File: config.mk
export PLATFORM = sky130hd
export DESIGN_NAME = assoc_cache_ctrl_flat
export DESIGN_NICKNAME = d
export VERILOG_FILES = /design/src/rtl/assoc_cache_ctrl_pkg.sv /design/src/rtl/assoc_cache_ctrl_if.sv /design/src/rtl/assoc_cache_ctrl_way.sv /design/src/rtl/assoc_cache_ctrl.sv /design/src/flat_wrapper.sv
export SDC_FILE = /design/constraint.sdc
export NUM_CORES = 1
export LEC_CHECK = 0
export CAP_MARGIN = 0
export CORE_MARGIN = 2
export CORE_UTILIZATION = 55
export CTS_BUF_LIST = sky130_fd_sc_hd__clkbuf_4 sky130_fd_sc_hd__clkbuf_8
export DETAILED_ROUTE_END_ITERATION = 12
export HOLD_SLACK_MARGIN = 0.1
export MAX_ROUTING_LAYER = met4
export PLACE_DENSITY = 0.78
export SLEW_MARGIN = 10
export SYNTH_ARGS = -nofsm -noshare
export SYNTH_HDL_FRONTEND = slang
export SYNTH_SLANG_ARGS = --single-unit
File: constraint.sdc
create_clock -name clk -period 6.3 [get_ports clk]
set_input_delay 0.945 -clock clk [delete_from_list [all_inputs] [get_ports clk]]
set_output_delay 0.945 -clock clk [all_outputs]
set_load 0.05 [all_outputs]
File: src/rtl/assoc_cache_ctrl_pkg.sv
// Shared types and constants for the set-associative cache controller.
// Holds the FSM encoding, the counter width and a constant-safe log2 helper.
package assoc_cache_ctrl_pkg;

  typedef enum logic [1:0] {
    IDLE     = 2'd0,
    LOOKUP   = 2'd1,
    MEM_WAIT = 2'd2,
    RESPOND  = 2'd3
  } state_t;

  localparam int CNT_W = 32;

  function automatic int clog2(input int value);
    int r;
    r = 0;
    while ((1 << r) < value) r++;
    return r;
  endfunction

endpackage

File: src/rtl/assoc_cache_ctrl_if.sv
// Core request/response and memory request/completion bundle for the cache controller.
// slave = controller view, master = the core/memory environment driving it.
interface assoc_cache_ctrl_if #(
  parameter int DATA_WIDTH = 32,
  parameter int ADDR_WIDTH = 8
);
  logic                  req_valid;
  logic                  req_ready;
  logic                  req_write;
  logic [ADDR_WIDTH-1:0] req_addr;
  logic [DATA_WIDTH-1:0] req_wdata;
  logic                  resp_valid;
  logic [DATA_WIDTH-1:0] resp_rdata;
  logic                  resp_hit;
  logic                  mem_req;
  logic                  mem_write;
  logic [ADDR_WIDTH-1:0] mem_addr;
  logic [DATA_WIDTH-1:0] mem_wdata;
  logic                  mem_resp_valid;
  logic [DATA_WIDTH-1:0] mem_rdata;

  modport slave (
    input  req_valid, req_write, req_addr, req_wdata, mem_resp_valid, mem_rdata,
    output req_ready, resp_valid, resp_rdata, resp_hit,
           mem_req, mem_write, mem_addr, mem_wdata
  );

  modport master (
    output req_valid, req_write, req_addr, req_wdata, mem_resp_valid, mem_rdata,
    input  req_ready, resp_valid, resp_rdata, resp_hit,
           mem_req, mem_write, mem_addr, mem_wdata
  );
endinterface

File: src/rtl/assoc_cache_ctrl_way.sv
// One cache way: per-set valid/tag/data with a combinational tag compare.
// Zero-latency read, write lands on the clock edge; valid bits reset, tag/data do not.
module cache_way #(
  parameter int DATA_WIDTH = 32,
  parameter int TAG_W      = 6,
  parameter int NUM_SETS   = 4,
  parameter int IDX_W      = 2
) (
  input  logic                  clk,
  input  logic                  rst,
  input  logic [IDX_W-1:0]      index,
  input  logic [TAG_W-1:0]      lookup_tag,
  input  logic                  we,
  input  logic [DATA_WIDTH-1:0] wdata,
  output logic                  hit,
  output logic                  valid,
  output logic [DATA_WIDTH-1:0] rdata
);
  logic [NUM_SETS-1:0]   valid_q;
  logic [TAG_W-1:0]      tag_mem  [NUM_SETS];
  logic [DATA_WIDTH-1:0] data_mem [NUM_SETS];

  always_ff @(posedge clk or posedge rst) begin
    if (rst) valid_q <= '0;
    else if (we) valid_q[index] <= 1'b1;
  end

  // A write always carries the current lookup tag, so fills and write-hit updates share one port.
  always_ff @(posedge clk) begin
    if (we) begin
      tag_mem[index]  <= lookup_tag;
      data_mem[index] <= wdata;
    end
  end

  assign valid = valid_q[index];
  assign hit   = valid_q[index] && (tag_mem[index] == lookup_tag);
  assign rdata = data_mem[index];
endmodule

File: src/rtl/assoc_cache_ctrl.sv
// N-way write-through, no-write-allocate cache with round-robin replacement and a blocking miss FSM.
// Read hit responds 1 cycle after acceptance, misses >= 3; req_ready only in IDLE, mem_req held until mem_resp_valid.
module assoc_cache_ctrl
  import assoc_cache_ctrl_pkg::*;
#(
  parameter int CORE       = 0,
  parameter int DATA_WIDTH = 32,
  parameter int ADDR_WIDTH = 8,
  parameter int NUM_SETS   = 4,
  parameter int NUM_WAYS   = 2
) (
  input  logic             clk,
  input  logic             rst,
  input  logic             report,
  assoc_cache_ctrl_if.slave bus,
  output logic [CNT_W-1:0] hit_count,
  output logic [CNT_W-1:0] miss_count
);
  localparam int IDX_W = clog2(NUM_SETS);
  localparam int TAG_W = ADDR_WIDTH - IDX_W;
  localparam int WAY_W = (NUM_WAYS > 1) ? clog2(NUM_WAYS) : 1;

  state_t                state, state_nxt;
  logic                  wr_q, hit_q;
  logic [ADDR_WIDTH-1:0] addr_q;
  logic [DATA_WIDTH-1:0] wdata_q, rdata_q;
  logic [WAY_W-1:0]      rr_ptr [NUM_SETS];

  logic [IDX_W-1:0]      idx;
  logic [TAG_W-1:0]      tag;
  logic [NUM_WAYS-1:0]   way_hit, way_valid, way_we;
  logic [DATA_WIDTH-1:0] way_rdata [NUM_WAYS];
  logic [DATA_WIDTH-1:0] way_wdata, hit_data;
  logic [WAY_W-1:0]      victim;
  logic                  any_hit, victim_evicts, fill, read_hit;

  assign idx = addr_q[IDX_W-1:0];
  assign tag = addr_q[ADDR_WIDTH-1:IDX_W];

  for (genvar w = 0; w < NUM_WAYS; w++) begin : g_way
    cache_way #(
      .DATA_WIDTH(DATA_WIDTH), .TAG_W(TAG_W), .NUM_SETS(NUM_SETS), .IDX_W(IDX_W)
    ) u_way (
      .clk(clk), .rst(rst), .index(idx), .lookup_tag(tag),
      .we(way_we[w]), .wdata(way_wdata),
      .hit(way_hit[w]), .valid(way_valid[w]), .rdata(way_rdata[w])
    );
  end

  always_comb begin
    any_hit       = |way_hit;
    hit_data      = '0;
    victim        = rr_ptr[idx];
    victim_evicts = 1'b1;
    for (int w = 0; w < NUM_WAYS; w++)
      if (way_hit[w]) hit_data = way_rdata[w];
    // Descending scan so the lowest-index invalid way wins.
    for (int w = NUM_WAYS - 1; w >= 0; w--)
      if (!way_valid[w]) begin
        victim        = WAY_W'(w);
        victim_evicts = 1'b0;
      end
    read_hit  = (state == LOOKUP) && !wr_q && any_hit;
    fill      = (state == MEM_WAIT) && bus.mem_resp_valid && !wr_q;
    way_wdata = fill ? bus.mem_rdata : wdata_q;
    for (int w = 0; w < NUM_WAYS; w++)
      way_we[w] = ((state == LOOKUP) && wr_q && way_hit[w]) || (fill && (victim == WAY_W'(w)));
  end

  always_comb begin
    state_nxt = state;
    case (state)
      IDLE:     if (bus.req_valid) state_nxt = LOOKUP;
      LOOKUP:   state_nxt = read_hit ? IDLE : MEM_WAIT;
      MEM_WAIT: if (bus.mem_resp_valid) state_nxt = RESPOND;
      RESPOND:  state_nxt = IDLE;
      default:  state_nxt = IDLE;
    endcase
  end

  always_comb begin
    bus.req_ready  = (state == IDLE);
    bus.resp_valid = read_hit || (state == RESPOND);
    bus.resp_hit   = read_hit || ((state == RESPOND) && hit_q);
    bus.resp_rdata = '0;
    if (read_hit) bus.resp_rdata = hit_data;
    else if ((state == RESPOND) && !wr_q) bus.resp_rdata = rdata_q;
    bus.mem_req   = (state == MEM_WAIT);
    bus.mem_write = (state == MEM_WAIT) && wr_q;
    bus.mem_addr  = (state == MEM_WAIT) ? addr_q : '0;
    bus.mem_wdata = ((state == MEM_WAIT) && wr_q) ? wdata_q : '0;
  end

  always_ff @(posedge clk or posedge rst) begin
    if (rst) begin
      state      <= IDLE;
      wr_q       <= 1'b0;
      hit_q      <= 1'b0;
      addr_q     <= '0;
      wdata_q    <= '0;
      rdata_q    <= '0;
      hit_count  <= '0;
      miss_count <= '0;
      for (int s = 0; s < NUM_SETS; s++) rr_ptr[s] <= '0;
    end else begin
      state <= state_nxt;
      if (state == IDLE && bus.req_valid) begin
        wr_q    <= bus.req_write;
        addr_q  <= bus.req_addr;
        wdata_q <= bus.req_wdata;
      end
      if (state == LOOKUP) begin
        hit_q <= any_hit;
        if (any_hit) begin
          if (hit_count != '1) hit_count <= hit_count + 1'b1;
        end else if (miss_count != '1) begin
          miss_count <= miss_count + 1'b1;
        end
      end
      if (fill) begin
        rdata_q <= bus.mem_rdata;
        if (victim_evicts)
          rr_ptr[idx] <= (32'(rr_ptr[idx]) == NUM_WAYS - 1) ? '0 : rr_ptr[idx] + 1'b1;
      end
    end
  end

`ifndef SYNTHESIS
  always @(posedge clk) begin
    if (report) $display("core %0d hits %0d misses %0d", CORE, hit_count, miss_count);
  end
`endif
endmodule

File: src/flat_wrapper.sv
// flat-port wrapper written by rule: the top's interface ports become plain ports
module assoc_cache_ctrl_flat import assoc_cache_ctrl_pkg::*;
#(
  parameter int CORE       = 0,
  parameter int DATA_WIDTH = 32,
  parameter int ADDR_WIDTH = 8,
  parameter int NUM_SETS   = 4,
  parameter int NUM_WAYS   = 2
)
  (clk, rst, report, hit_count, miss_count, bus_req_valid, bus_req_write, bus_req_addr, bus_req_wdata, bus_mem_resp_valid, bus_mem_rdata, bus_req_ready, bus_resp_valid, bus_resp_rdata, bus_resp_hit, bus_mem_req, bus_mem_write, bus_mem_addr, bus_mem_wdata);
  assoc_cache_ctrl_if #(.DATA_WIDTH(DATA_WIDTH), .ADDR_WIDTH(ADDR_WIDTH)) bus_i ();
  input  logic clk;
  input  logic rst;
  input  logic report;
  output logic [CNT_W-1:0] hit_count;
  output logic [CNT_W-1:0] miss_count;
  input wire logic [$bits(bus_i.req_valid)-1:0] bus_req_valid;
  input wire logic [$bits(bus_i.req_write)-1:0] bus_req_write;
  input wire logic [$bits(bus_i.req_addr)-1:0] bus_req_addr;
  input wire logic [$bits(bus_i.req_wdata)-1:0] bus_req_wdata;
  input wire logic [$bits(bus_i.mem_resp_valid)-1:0] bus_mem_resp_valid;
  input wire logic [$bits(bus_i.mem_rdata)-1:0] bus_mem_rdata;
  output wire logic [$bits(bus_i.req_ready)-1:0] bus_req_ready;
  output wire logic [$bits(bus_i.resp_valid)-1:0] bus_resp_valid;
  output wire logic [$bits(bus_i.resp_rdata)-1:0] bus_resp_rdata;
  output wire logic [$bits(bus_i.resp_hit)-1:0] bus_resp_hit;
  output wire logic [$bits(bus_i.mem_req)-1:0] bus_mem_req;
  output wire logic [$bits(bus_i.mem_write)-1:0] bus_mem_write;
  output wire logic [$bits(bus_i.mem_addr)-1:0] bus_mem_addr;
  output wire logic [$bits(bus_i.mem_wdata)-1:0] bus_mem_wdata;
  assign bus_i.req_valid = bus_req_valid;
  assign bus_i.req_write = bus_req_write;
  assign bus_i.req_addr = bus_req_addr;
  assign bus_i.req_wdata = bus_req_wdata;
  assign bus_i.mem_resp_valid = bus_mem_resp_valid;
  assign bus_i.mem_rdata = bus_mem_rdata;
  assign bus_req_ready = bus_i.req_ready;
  assign bus_resp_valid = bus_i.resp_valid;
  assign bus_resp_rdata = bus_i.resp_rdata;
  assign bus_resp_hit = bus_i.resp_hit;
  assign bus_mem_req = bus_i.mem_req;
  assign bus_mem_write = bus_i.mem_write;
  assign bus_mem_addr = bus_i.mem_addr;
  assign bus_mem_wdata = bus_i.mem_wdata;
  assoc_cache_ctrl #(.CORE(CORE), .DATA_WIDTH(DATA_WIDTH), .ADDR_WIDTH(ADDR_WIDTH), .NUM_SETS(NUM_SETS), .NUM_WAYS(NUM_WAYS)) u_core (.clk(clk), .rst(rst), .report(report), .bus(bus_i), .hit_count(hit_count), .miss_count(miss_count));
endmodule
==> impl_metrics.csv, run 1 <==
group,metric,value,unit
run_status,outcome,"finished, final reports clean",
critical_path,start_kind,"flop",
timing,hold_slack,465.9,ps
synth,postSynthAreaPerCell,15.09,um2
clocking,cts_buffer_depth,3,
synth,synth_cells,1268,
place,gp_congestion,0.8543,
place,numPortBuffers,217,
timing,setup_tns,0,ps
critical_path,r2r_cells,8,
routing,via_per_inst,5.834,
floorplanning,die_y,190.5,um
place,dp.cells,1898,
finish,syn2layout_area_growth,22.05,%
routing,avgRoutedWirePerCell,21.93,um
global_routing,met3_usage,0.05245,
routing,drtIter0Drc,1127,
floorplanning,rows,68,
clocking,hold_buffers,0,
pwr,vdd_drop_max,260.9,uV
global_routing,grt.overflow.total,0,
finish,final_common_cell,"edfxtp_1",
synth,yosysWarnings,0,
synth,synthFlopType,"edfxtp_1",
finish,nets,1598,
clocking,h-tree-depth,3,
global_routing,grt_max_degree,106,
finish,finalNonFillerCells,2030,
timing,clock_skew,33.77,ps
routing,first_pass_iters,5,
floorplanning,die_x,190.5,um
critical_path,crit_arrival,4960,ps
pwr,powerDensity,427.7,mW/mm2
clocking,path_clk_slew,60,ps
timing,hold_violations,0,
global_routing,grt_pass1_vias,12046,
timing,rsz0062_at_grt,"no",
synth,synth.net_count,1348,
timing,setup_viol,0,
global_routing,grt_pass1_wl,69.01,mm
synth,netlist_area,0.01913,mm2
critical_path,cp_max_fo,38,
global_routing,antenna_found_initial,1,
floorplanning,fp.coreArea,0.03437,mm2
floorplanning,io_pins,219,
global_routing,busiest_layer,"met2",
routing,finalWirelength,44.52,mm
synth,synth.distinct_cells,48,
finish,final_cell_mix,"304 x edfxtp_1, 225 x nand2_1, 217 x clkdlybuf4s50_1, 150 x dfrtp_1, 80 x clkbuf_8",
critical_path,setup.worst_path.end_class,"output pin",
clocking,numCtsBuffers,73,
floorplanning,die_area,0.03629,mm2
timing,timing.final.ws_setup,395.3,ps
critical_path,worst_path_max_delay_cell,"dfrtp_4",
clocking,cts_tree,"done",
synth,synth-edff-count,304,
floorplanning,start_util,0.5566,
critical_path,path_class,"flop to output pin",
finish,drive_gt1_frac,0.2027,
min_path,hp-class,"flop to flop",
critical_path,cpLargestDelayFamily,"simple AND/OR/NAND/NOR gates",
global_routing,use_met1,0.3495,
critical_path,cpPeakStageDelay,890,ps
finish,final_area,0.02335,mm2
place,dp_hpwl,27.75,mm
critical_path,critical_path_depth,7,
run,max_cap_viol_count,0,
timing,relSlewSlack,0.2172,
critical_path,crit_buf_inv,1,
routing,drc_errors,0,
timing,slew_viol_final,0,
timing,final.min_clock_period,5905,ps
clocking,clkLatencyLatePin,610,ps
critical_path,ff2ff_setup_slack,1670,ps
global_routing,grtUsageTotal,0.2598,
clocking,cts_root_buf,"clkbuf_8",
critical_path,crit_chain,"mux4_2 > xnor2_1 > and3_1 > nand2_1 > o21ai_0 > a22o_1 > clkdlybuf4s50_1",
synth,yosys_register_bits,456,
synth,seq_area_frac_synth,0.6760,
synth,synth-async-reset-ratio,0.3333,
critical_path,worstPathRequired,5350,ps
timing,fmax,169.4,MHz
timing,worstMarginPinSlew,1174,ps
routing,ant_nets,0,
pwr,p_leak,8.800,nW
global_routing,grtUsageMet2,0.4105,
timing,fin_crit_sh,0.9372,
place,pre_cts_ws,980.4,ps
min_path,min_path_cells,1,
routing,dr_total_vias,11844,
place,placed_cell_area,0.02184,mm2
clocking,cts_resized,0,
clocking,clkSinkCount,456,
clocking,cts_setup_buffers,0,
## sequential cells by signal, indices dropped and copies added (netlist names), 4 cells and up, named ones only
signal                       count
u_core.hit_count                32
u_core.wdata_q                  32
u_core.rr_ptr                    4
u_core.rdata_q                  32
u_core.addr_q                    8
u_core.g_way.u_way.data_mem    256
u_core.g_way.u_way.valid_q       8
u_core.g_way.u_way.tag_mem      48
u_core.miss_count               32
## layer usage
metal	wire (um)	up-vias
met1	18570	5952
met4	669	0
li1	-	5242
met5	0	-
met2	21620	584
met3	3657	66
## where the power goes
part	switching [W]	total, W	internal [W]
sequential	0.000439	0.00441	0.00397
combinational	0.00179	0.00298	0.00119
clock	0.00112	0.00259	0.00147
## cells by family (layout without fill, tap and decap cells)
family / Yosys count / in the layout / synth area share
flip-flops: 456 / 456 / 0.6760
AND/OR/NAND/NOR: 453 / 453 / 0.1218
multiplexers: 127 / 127 / 0.1190
XOR/XNOR: 82 / 82 / 0.03754
AO/OA/AOI/OAI: 77 / 77 / 0.02780
buffers and inverters: 71 / 377 / 0.01661
adder cells (fa/ha/maj): 2 / 2 / 0.001308
other: 0 / 1 / 0
## cell type report
type | count | area [um2]
flip-flops and latches | 456 | 12940
fillers | 2368 | 11020
multi-input cells | 741 | 5943
repair buffers | 243 | 2367
clock buffers | 109 | 1319
well taps | 455 | 569.3
clock inverters | 22 | 193.9
inverters | 3 | 16.27
diodes | 1 | 2.502
## stage by stage
stage | total power [W] | util
2_1_floorplan | 0.006491 | -
3_3_place_gp | 0.007343 | 0.6353
3_5_place_dp | 0.007447 | 0.6353
4_1_cts | 0.01003 | 0.6793
5_1_grt | 0.01045 | 0.6793
6_report | 0.009987 | 0.6793
## path summary, 6_finish.rpt
| path | to | from |
|---|---|---|
| max in group asynchronous | u_core.wdata_q[24] | rst |
| min | u_core.g_way[0].u_way.valid_q[0] | u_core.g_way[0].u_way.valid_q[0] |
| min reg2reg | u_core.g_way[0].u_way.valid_q[0] | u_core.g_way[0].u_way.valid_q[0] |
| max reg2reg | u_core.g_way[1].u_way.data_mem[3][28] | u_core.addr_q[0] |
| min in group asynchronous | u_core.hit_count[21] | rst |
| max | bus_resp_rdata[13] | u_core.addr_q[0] |
## cell usage after synthesis, types with 8 or more instances
cell | count | share of area
a22o_1 | 14 | 0.0064
a31oi_1 | 18 | 0.0059
and2_1 | 39 | 0.013
and3_1 | 48 | 0.016
and4_1 | 8 | 0.0037
buf_2 | 11 | 0.0029
clkbuf_1 | 48 | 0.0094
dfrtp_1 | 152 | 0.20
edfxtp_1 | 304 | 0.48
mux2_2 | 41 | 0.024
mux2i_1 | 8 | 0.0042
mux4_2 | 75 | 0.088
nand2_1 | 225 | 0.044
nand3_1 | 35 | 0.0092
nand4_1 | 30 | 0.0098
nor2_1 | 14 | 0.0027
nor3_2 | 14 | 0.0073
nor4_2 | 8 | 0.0052
o21ai_0 | 24 | 0.0063
o21ai_1 | 10 | 0.0026
or2_2 | 9 | 0.0029
xnor2_1 | 48 | 0.022
xor2_1 | 34 | 0.016
Power figures use the tool's default switching activity.
==> run 2: changes to the inputs <==
- PLACE_DENSITY: 0.78 -> unset
- PLACE_DENSITY_LB_ADDON: unset -> 0.08
- clock period: 6.3 -> 5.89 ns (I/O delays scaled with it)
==> run 2 against run 1 <==
Effect of this change: clock skew fell by 14 ps; final cell count up 0.49%; critical path type unchanged; register-to-register slack gained 240 ps; design area about the same; highest routed layer unchanged; count of clock-buffer cells in the layout increased by 1; non-clock buffer count is 8 higher; clock power increased by 3%; critical path depth up 2.
==> impl_metrics.csv, run 2 (synthesis results as in run 1) <==
group,metric,value,unit
critical_path,critical_path_depth,9,
timing,rsz0062_at_grt,"no",
finish,reg.largest.list,"u_core.g_way.u_way.data_mem: 256 flops, u_core.g_way.u_way.tag_mem: 48 flops",
timing,hold_slack,464.9,ps
global_routing,antenna_found_initial,0,
finish,largest_reg_flops,256,
pwr,vdd_drop_max,301.4,uV
finish,nets,1607,
critical_path,start_kind,"flop",
pwr,pwr-share-clk,0.253,
global_routing,grt_pass1_wl,67.92,mm
timing,timing.final.ws_setup,428.8,ps
floorplanning,die_x,190.5,um
critical_path,worst_path_max_delay_cell,"clkdlybuf4s50_1",
pwr,p_sw,0.003582,W
critical_path,path_class,"flop to output pin",
finish,top_register,"u_core.g_way.u_way.data_mem",
critical_path,crit_buf_inv,2,
critical_path,setup.worst_path.end_class,"output pin",
critical_path,cpPeakStageDelay,840,ps
timing,setup_tns,0,ps
floorplanning,die_area,0.03629,mm2
finish,register_area,0.01294,mm2
finish,multi_input_comb_area,0.005943,mm2
critical_path,ff2ff_setup_slack,1910,ps
timing,fin_crit_sh,0.9272,
timing,fmax,183.1,MHz
critical_path,worstPathRequired,5010,ps
clocking,h-tree-depth,3,
clocking,hold_buffers,0,
floorplanning,io_pins,219,
critical_path,crit_end,"bus_resp_rdata[7]",
global_routing,grtUsageTotal,0.2553,
place,gp_congestion,0.7895,
critical_path,worstReg2RegStart,"u_core.addr_q[0]",
finish,final_cell_mix,"304 x edfxtp_1, 225 x nand2_1, 201 x clkdlybuf4s50_1, 150 x dfrtp_1, 83 x clkbuf_8",
run,max_cap_viol_count,0,
pwr,cellInternalPower,0.007007,W
timing,setup_viol,0,
pwr,p_leak,8.864,nW
finish,num_antenna_cells,0,
timing,slew_viol_final,0,
floorplanning,fp.coreArea,0.03437,mm2
finish,drive_gt1_frac,0.2177,
routing,first_pass_iters,5,
finish,final_common_cell,"edfxtp_1",
routing,dr_total_vias,11681,
timing,hold_violations,0,
floorplanning,start_util,0.5566,
clocking,cts_tree,"done",
floorplanning,die_y,190.5,um
run_status,outcome,"finished, final reports clean",
floorplanning,rows,68,
pwr,swShare,0.3383,
min_path,hp-class,"flop to flop",
routing,ant_nets,0,
pwr,powerDensity,453.2,mW/mm2
clocking,path_clk_slew,60,ps
clocking,cts_root_buf,"clkbuf_8",
clocking,clkLatencyLatePin,620,ps
routing,drtIter0Drc,763,
critical_path,crit_chain,"mux4_2 > xnor2_1 > nand4_1 > nor2_4 > buf_4 > and2_1 > a31oi_1 > o21ai_1 > clkdlybuf4s50_1",
timing,relSlewSlack,0.2792,
clocking,cts_resized,0,
pwr,seqPwrFrac,0.439,
global_routing,grt.overflow.total,0,
routing,via_per_inst,5.726,
routing,avgRoutedWirePerCell,21.21,um
clocking,numCtsBuffers,74,
routing,finalWirelength,43.27,mm
critical_path,r2r_cells,7,
finish,syn2layout_area_growth,22.11,%
pwr,p_comb_frac,0.308,
place,dp_hpwl,26.44,mm
clocking,cts_buffer_depth,3,
global_routing,grt_pass1_vias,12008,
clocking,clkSinkCount,456,
timing,final.min_clock_period,5461,ps
critical_path,critPathLaunch,"u_core.addr_q[0]",
place,numPortBuffers,217,
timing,clock_skew,20.17,ps
clocking,cts_setup_buffers,0,
critical_path,cpLargestDelayFamily,"buffers and inverters",
routing,drc_errors,0,
finish,nFillCells,2478,
critical_path,crit_arrival,4580,ps
place,pre_cts_ws,1045,ps
global_routing,grt_max_degree,66,
critical_path,cp_max_fo,25,
timing,worstMarginPinSlew,1079,ps
critical_path,r2r-end,"u_core.g_way[1].u_way.data_mem[2][17]",
## run 2: changes by cell type in the layout (fill, tap and decap cells not counted), sizes merged
| cell | change |
|---|---|
| bufinv | -3 |
| inv | -1 |
| clkdlybuf4s50 | -16 |
| clkinv | +5 |
| diode | -1 |
| clkinvlp | +1 |
| clkbuf | +1 |
| buf | +24 |
## run 2: area by class of cell
class                      instances  share of cell area
clock inverter                    24            0.005302
clock buffer                     110             0.05757
inverter                           3           0.0006962
sequential                       456              0.5539
tap                              455             0.02437
multi-input combinational        741              0.2544
timing repair buffer             251              0.1038
## run 2: power groups by stage
stage	Combinational [W]	Sequential, W	Clock (W)
floorplan	0.00236	0.00458	0
global placement	0.00322	0.00468	0
detailed placement	0.00328	0.00471	0
CTS	0.00329	0.00465	0.00274
global route	0.00353	0.00472	0.00288
finish	0.00326	0.00465	0.00268
## run 2: worst min path at each step
stage / startpoint / endpoint / slack [ps] / cells after the start
after floorplan: u_core.g_way[0].u_way.valid_q[2] / u_core.g_way[0].u_way.valid_q[2] / 430 / 1
after global placement: u_core.g_way[0].u_way.valid_q[3] / u_core.g_way[0].u_way.valid_q[3] / 450 / 1
after detailed placement: u_core.g_way[0].u_way.valid_q[3] / u_core.g_way[0].u_way.valid_q[3] / 450 / 1
after CTS: u_core.g_way[0].u_way.valid_q[3] / u_core.g_way[0].u_way.valid_q[3] / 470 / 1
after global routing: u_core.g_way[0].u_way.valid_q[1] / u_core.g_way[0].u_way.valid_q[1] / 490 / 1
final: u_core.g_way[1].u_way.valid_q[2] / u_core.g_way[1].u_way.valid_q[2] / 460 / 1
## run 2: through the flow
step	cell area, um2	instances	power [W]	utilization
floorplan	19130	1268	0.006943	-
global placement	21890	1906	0.007903	0.6369
detailed placement	21890	1906	0.007995	0.6369
CTS	23360	2040	0.01068	0.6797
global route	23360	2040	0.01113	0.6797
finish	23360	2040	0.01059	0.6797
## run 2: layer usage
| metal | up-vias | part of all wire | GRT usage |
|---|---|---|---|
| li1 | 5265 | - | - |
| met1 | 5973 | 0.45 | 0.3546 |
| met2 | 373 | 0.47 | 0.3920 |
| met3 | 70 | 0.059 | 0.04914 |
| met4 | 0 | 0.016 | 0.06917 |
| met5 | - | 0 | - |
## run 2: worst reg2reg max path, cell delays in order (launching register included)
cell,delay (ps)
dfrtp_4,730
mux4_2,590
xnor2_1,170
nand4_1,190
nor2_4,560
o2bb2ai_1,270
and2_2,840
buf_4,340
==> run 3: changes to the inputs <==
- ABC_AREA: unset -> 1
- CTS_BUF_LIST: sky130_fd_sc_hd__clkbuf_4 sky130_fd_sc_hd__clkbuf_8 -> sky130_fd_sc_hd__clkbuf_2 sky130_fd_sc_hd__clkbuf_4 sky130_fd_sc_hd__clkbuf_8
==> run 3 against run 2 <==
Effect of this change: combinational power grew 15%; count of clock-buffer cells in the layout grew 6; design area grew 5.9%; largest cell class unchanged.
==> impl_metrics.csv, run 3 <==
group,metric,value,unit
run_status,outcome,"finished, final reports clean",
critical_path,worst_path_max_delay_cell,"nor2_8",
place,dp_hpwl,31.15,mm
global_routing,grt_pass1_vias,14930,
pwr,powerDensity,443.7,mW/mm2
routing,dr_total_vias,15592,
routing,first_pass_iters,5,
synth,synth_most_common_cell,"nand2_1",
timing,final.min_clock_period,4753,ps
routing,ant_nets,0,
global_routing,grt.overflow.total,0,
critical_path,r2r_cells,13,
routing,via_per_inst,5.547,
timing,relSlewSlack,0.3069,
routing,dr_wl_met2,24.20,mm
place,gp_congestion,0.8942,
synth,yosys_register_bits,456,
finish,syn2layout_area_growth,22.70,%
timing,clock_skew,29.13,ps
synth,synth-async-reset-ratio,0.3333,
global_routing,grt_pass1_wl,81.79,mm
critical_path,start_kind,"flop",
synth,synth.top_cells.by_count,"742 x nand2_1, 304 x edfxtp_1, 160 x nor2_1, 152 x dfrtp_1, 151 x nand3_1",
timing,worstMarginPinSlew,1029,ps
clocking,numCtsBuffers,77,
routing,top_layer,"met4",
finish,largest_reg_flops,256,
run,max_cap_viol_count,0,
clocking,path_clk_slew,50,ps
floorplanning,die_area,0.03821,mm2
critical_path,cpPeakStageDelay,550,ps
finish,drive_gt1_frac,0.09351,
floorplanning,rows,70,
timing,fmax,210.4,MHz
finish,nFillCells,2841,
synth,postSynthAreaPerCell,9.847,um2
timing,setup_viol,0,
timing,fin_crit_sh,0.8069,
critical_path,worstPathRequired,5010,ps
synth,synth-edff-count,304,
synth,synth.area.top_cells,"edfxtp_1 45%, dfrtp_1 19%, nand2_1 14%",
place,numPortBuffers,217,
routing,drtIter0Drc,1221,
pwr,vdd_drop_max,322.6,uV
floorplanning,die_x,195.5,um
finish,nets,2359,
clocking,h-tree-depth,3,
synth,synth_cells,2048,
synth,yosysWarnings,0,
critical_path,cp_max_fo,49,
floorplanning,io_pins,219,
min_path,hp-class,"flop to flop",
critical_path,crit_top_cell,"nand2_1",
critical_path,crit_chain,"buf_4 > inv_2 > nor2_4 > buf_4 > a21oi_1 > nand2_1 > nand2_1 > nor2_1 > nand2_1 > nor2_4 > nor2_8 > nor2_8 > nand2_1 > nand2_1 > buf_12",
finish,final_common_cell,"nand2_1",
routing,finalWirelength,52.30,mm
clocking,cts_tree,"done",
synth,seq_area_frac_synth,0.6413,
global_routing,antenna_found_initial,1,
finish,multi_input_comb_area,0.006402,mm2
global_routing,grtUsageTotal,0.2849,
critical_path,worstReg2RegStart,"u_core.addr_q[1]",
routing,drc_errors,0,
pwr,p_leak,10.25,nW
floorplanning,fp.coreArea,0.03635,mm2
finish,finalNonFillerCells,2811,
routing,avgRoutedWirePerCell,18.60,um
place,dp.cells,2668,
finish,final_cell_mix,"741 x nand2_1, 304 x edfxtp_1, 183 x clkdlybuf4s50_1, 154 x nor2_1, 152 x dfrtp_1",
critical_path,crit_arrival,3870,ps
clocking,cts_root_buf,"clkbuf_8",
floorplanning,start_util,0.5548,
timing,setup_tns,0,ps
timing,rsz0062_at_grt,"no",
critical_path,crit_buf_inv,4,
clocking,clkSinkCount,456,
critical_path,cpLargestDelayFamily,"simple AND/OR/NAND/NOR gates",
clocking,cts_setup_buffers,0,
critical_path,path_class,"flop to output pin",
routing,wl_met3,4.054,mm
synth,synthFlopType,"edfxtp_1",
min_path,min_path_cells,2,
clocking,clkLatencyLatePin,640,ps
min_path,holdPathEnd,"u_core.g_way[1].u_way.valid_q[3]",
critical_path,ff2ff_setup_slack,1720,ps
timing,slew_viol_final,0,
global_routing,grt_max_degree,87,
finish,reg.largest.list,"u_core.g_way.u_way.data_mem: 256 flops, u_core.g_way.u_way.tag_mem: 48 flops",
finish,top_register,"u_core.g_way.u_way.data_mem",
clocking,hold_buffers,0,
synth,netlist_area,0.02017,mm2
finish,register_area,0.01293,mm2
synth,synth.net_count,2128,
min_path,worstHoldStart,"u_core.g_way[1].u_way.valid_q[3]",
clocking,cts_resized,0,
floorplanning,die_y,195.5,um
synth,synth.distinct_cells,32,
timing,hold_violations,0,
synth,synth_top_area_share,0.4527,
routing,wl_met1,23.01,mm
critical_path,critical_path_depth,15,
clocking,cts_buffer_depth,3,
critical_path,r2r-end,"u_core.g_way[1].u_way.data_mem[0][3]",
critical_path,setup.worst_path.end_class,"output pin",
synth,synth.largest_area_cell,"edfxtp_1",
## run 3: changes by cell type after synthesis, moves of 48 or more
cell,change
inv_1,+108
a22oi_1,+82
nand3_1,+116
nor2_1,+146
and3_1,-48
nand2_1,+517
mux4_2,-75
## run 3: cell families (layout without fill, tap and decap cells)
logic type	count (synthesis)	in the layout	synth area share
xor gates and xnor gates	43	43	0.01867
buffers and inverters	210	504	0.04455
DFF	456	456	0.6413
adders and majority gates	2	2	0.001241
and+or+nand+nor	1159	1159	0.2394
other	0	1	0
AOI/OAI and AO/OA	178	178	0.05485
## run 3: cell type report
type,instances,area share
tap,468,0.02366
clock buffer,116,0.05744
antenna,1,0.0001011
timing repair buffer,247,0.1137
multi-input combinational,1382,0.2587
sequential,456,0.5226
inverter,115,0.01785
clock inverter,26,0.005916
## run 3: how the worst max path moves through the flow
| stage | startpoint | to |
|---|---|---|
| 2_1_floorplan | rst | async pin |
| 3_3_place_gp | u_core.addr_q[1] | u_core.g_way[1].u_way.data_mem[0][3] |
| 3_5_place_dp | u_core.addr_q[1] | u_core.g_way[1].u_way.data_mem[0][7] |
| 4_1_cts | u_core.addr_q[1] | bus_resp_rdata[8] |
| 5_1_grt | u_core.addr_q[1] | bus_resp_rdata[26] |
| 6_report | u_core.addr_q[1] | bus_resp_rdata[26] |
## run 3: through the flow
step           total power (W)    util  setup slack (ps)  hold WS [ps]  cell area, um2
5_1_grt                0.01153  0.6808             880.3         489.4           24750
3_3_place_gp          0.008063  0.6376              1799         440.8           23170
4_1_cts                0.01102  0.6807              1098         467.6           24740
6_report               0.01098  0.6808              1137         467.9           24750
2_1_floorplan         0.006907       -             913.4         427.7           20170
3_5_place_dp          0.008155  0.6376              1769         454.3           23170
## run 3: worst min-delay path: cells and delay by family (launching register included)
family,cells,cell delay [ps]
simple gates,1,50
flops,1,340
buf+inv,1,50
## run 3: power by group
part	internal (W)	leakage (nW)	switching, W
logic	0.00103	4.82	0.00272
registers	0.00415	4.59	0.000224
clock network	0.00159	0.836	0.00127
## run 3: per-layer routing
metal / vias up / track usage
met5: - / -
met4: 0 / 0.09019
met3: 87 / 0.04698
met2: 642 / 0.4369
met1: 7490 / 0.3939
li1: 7373 / -
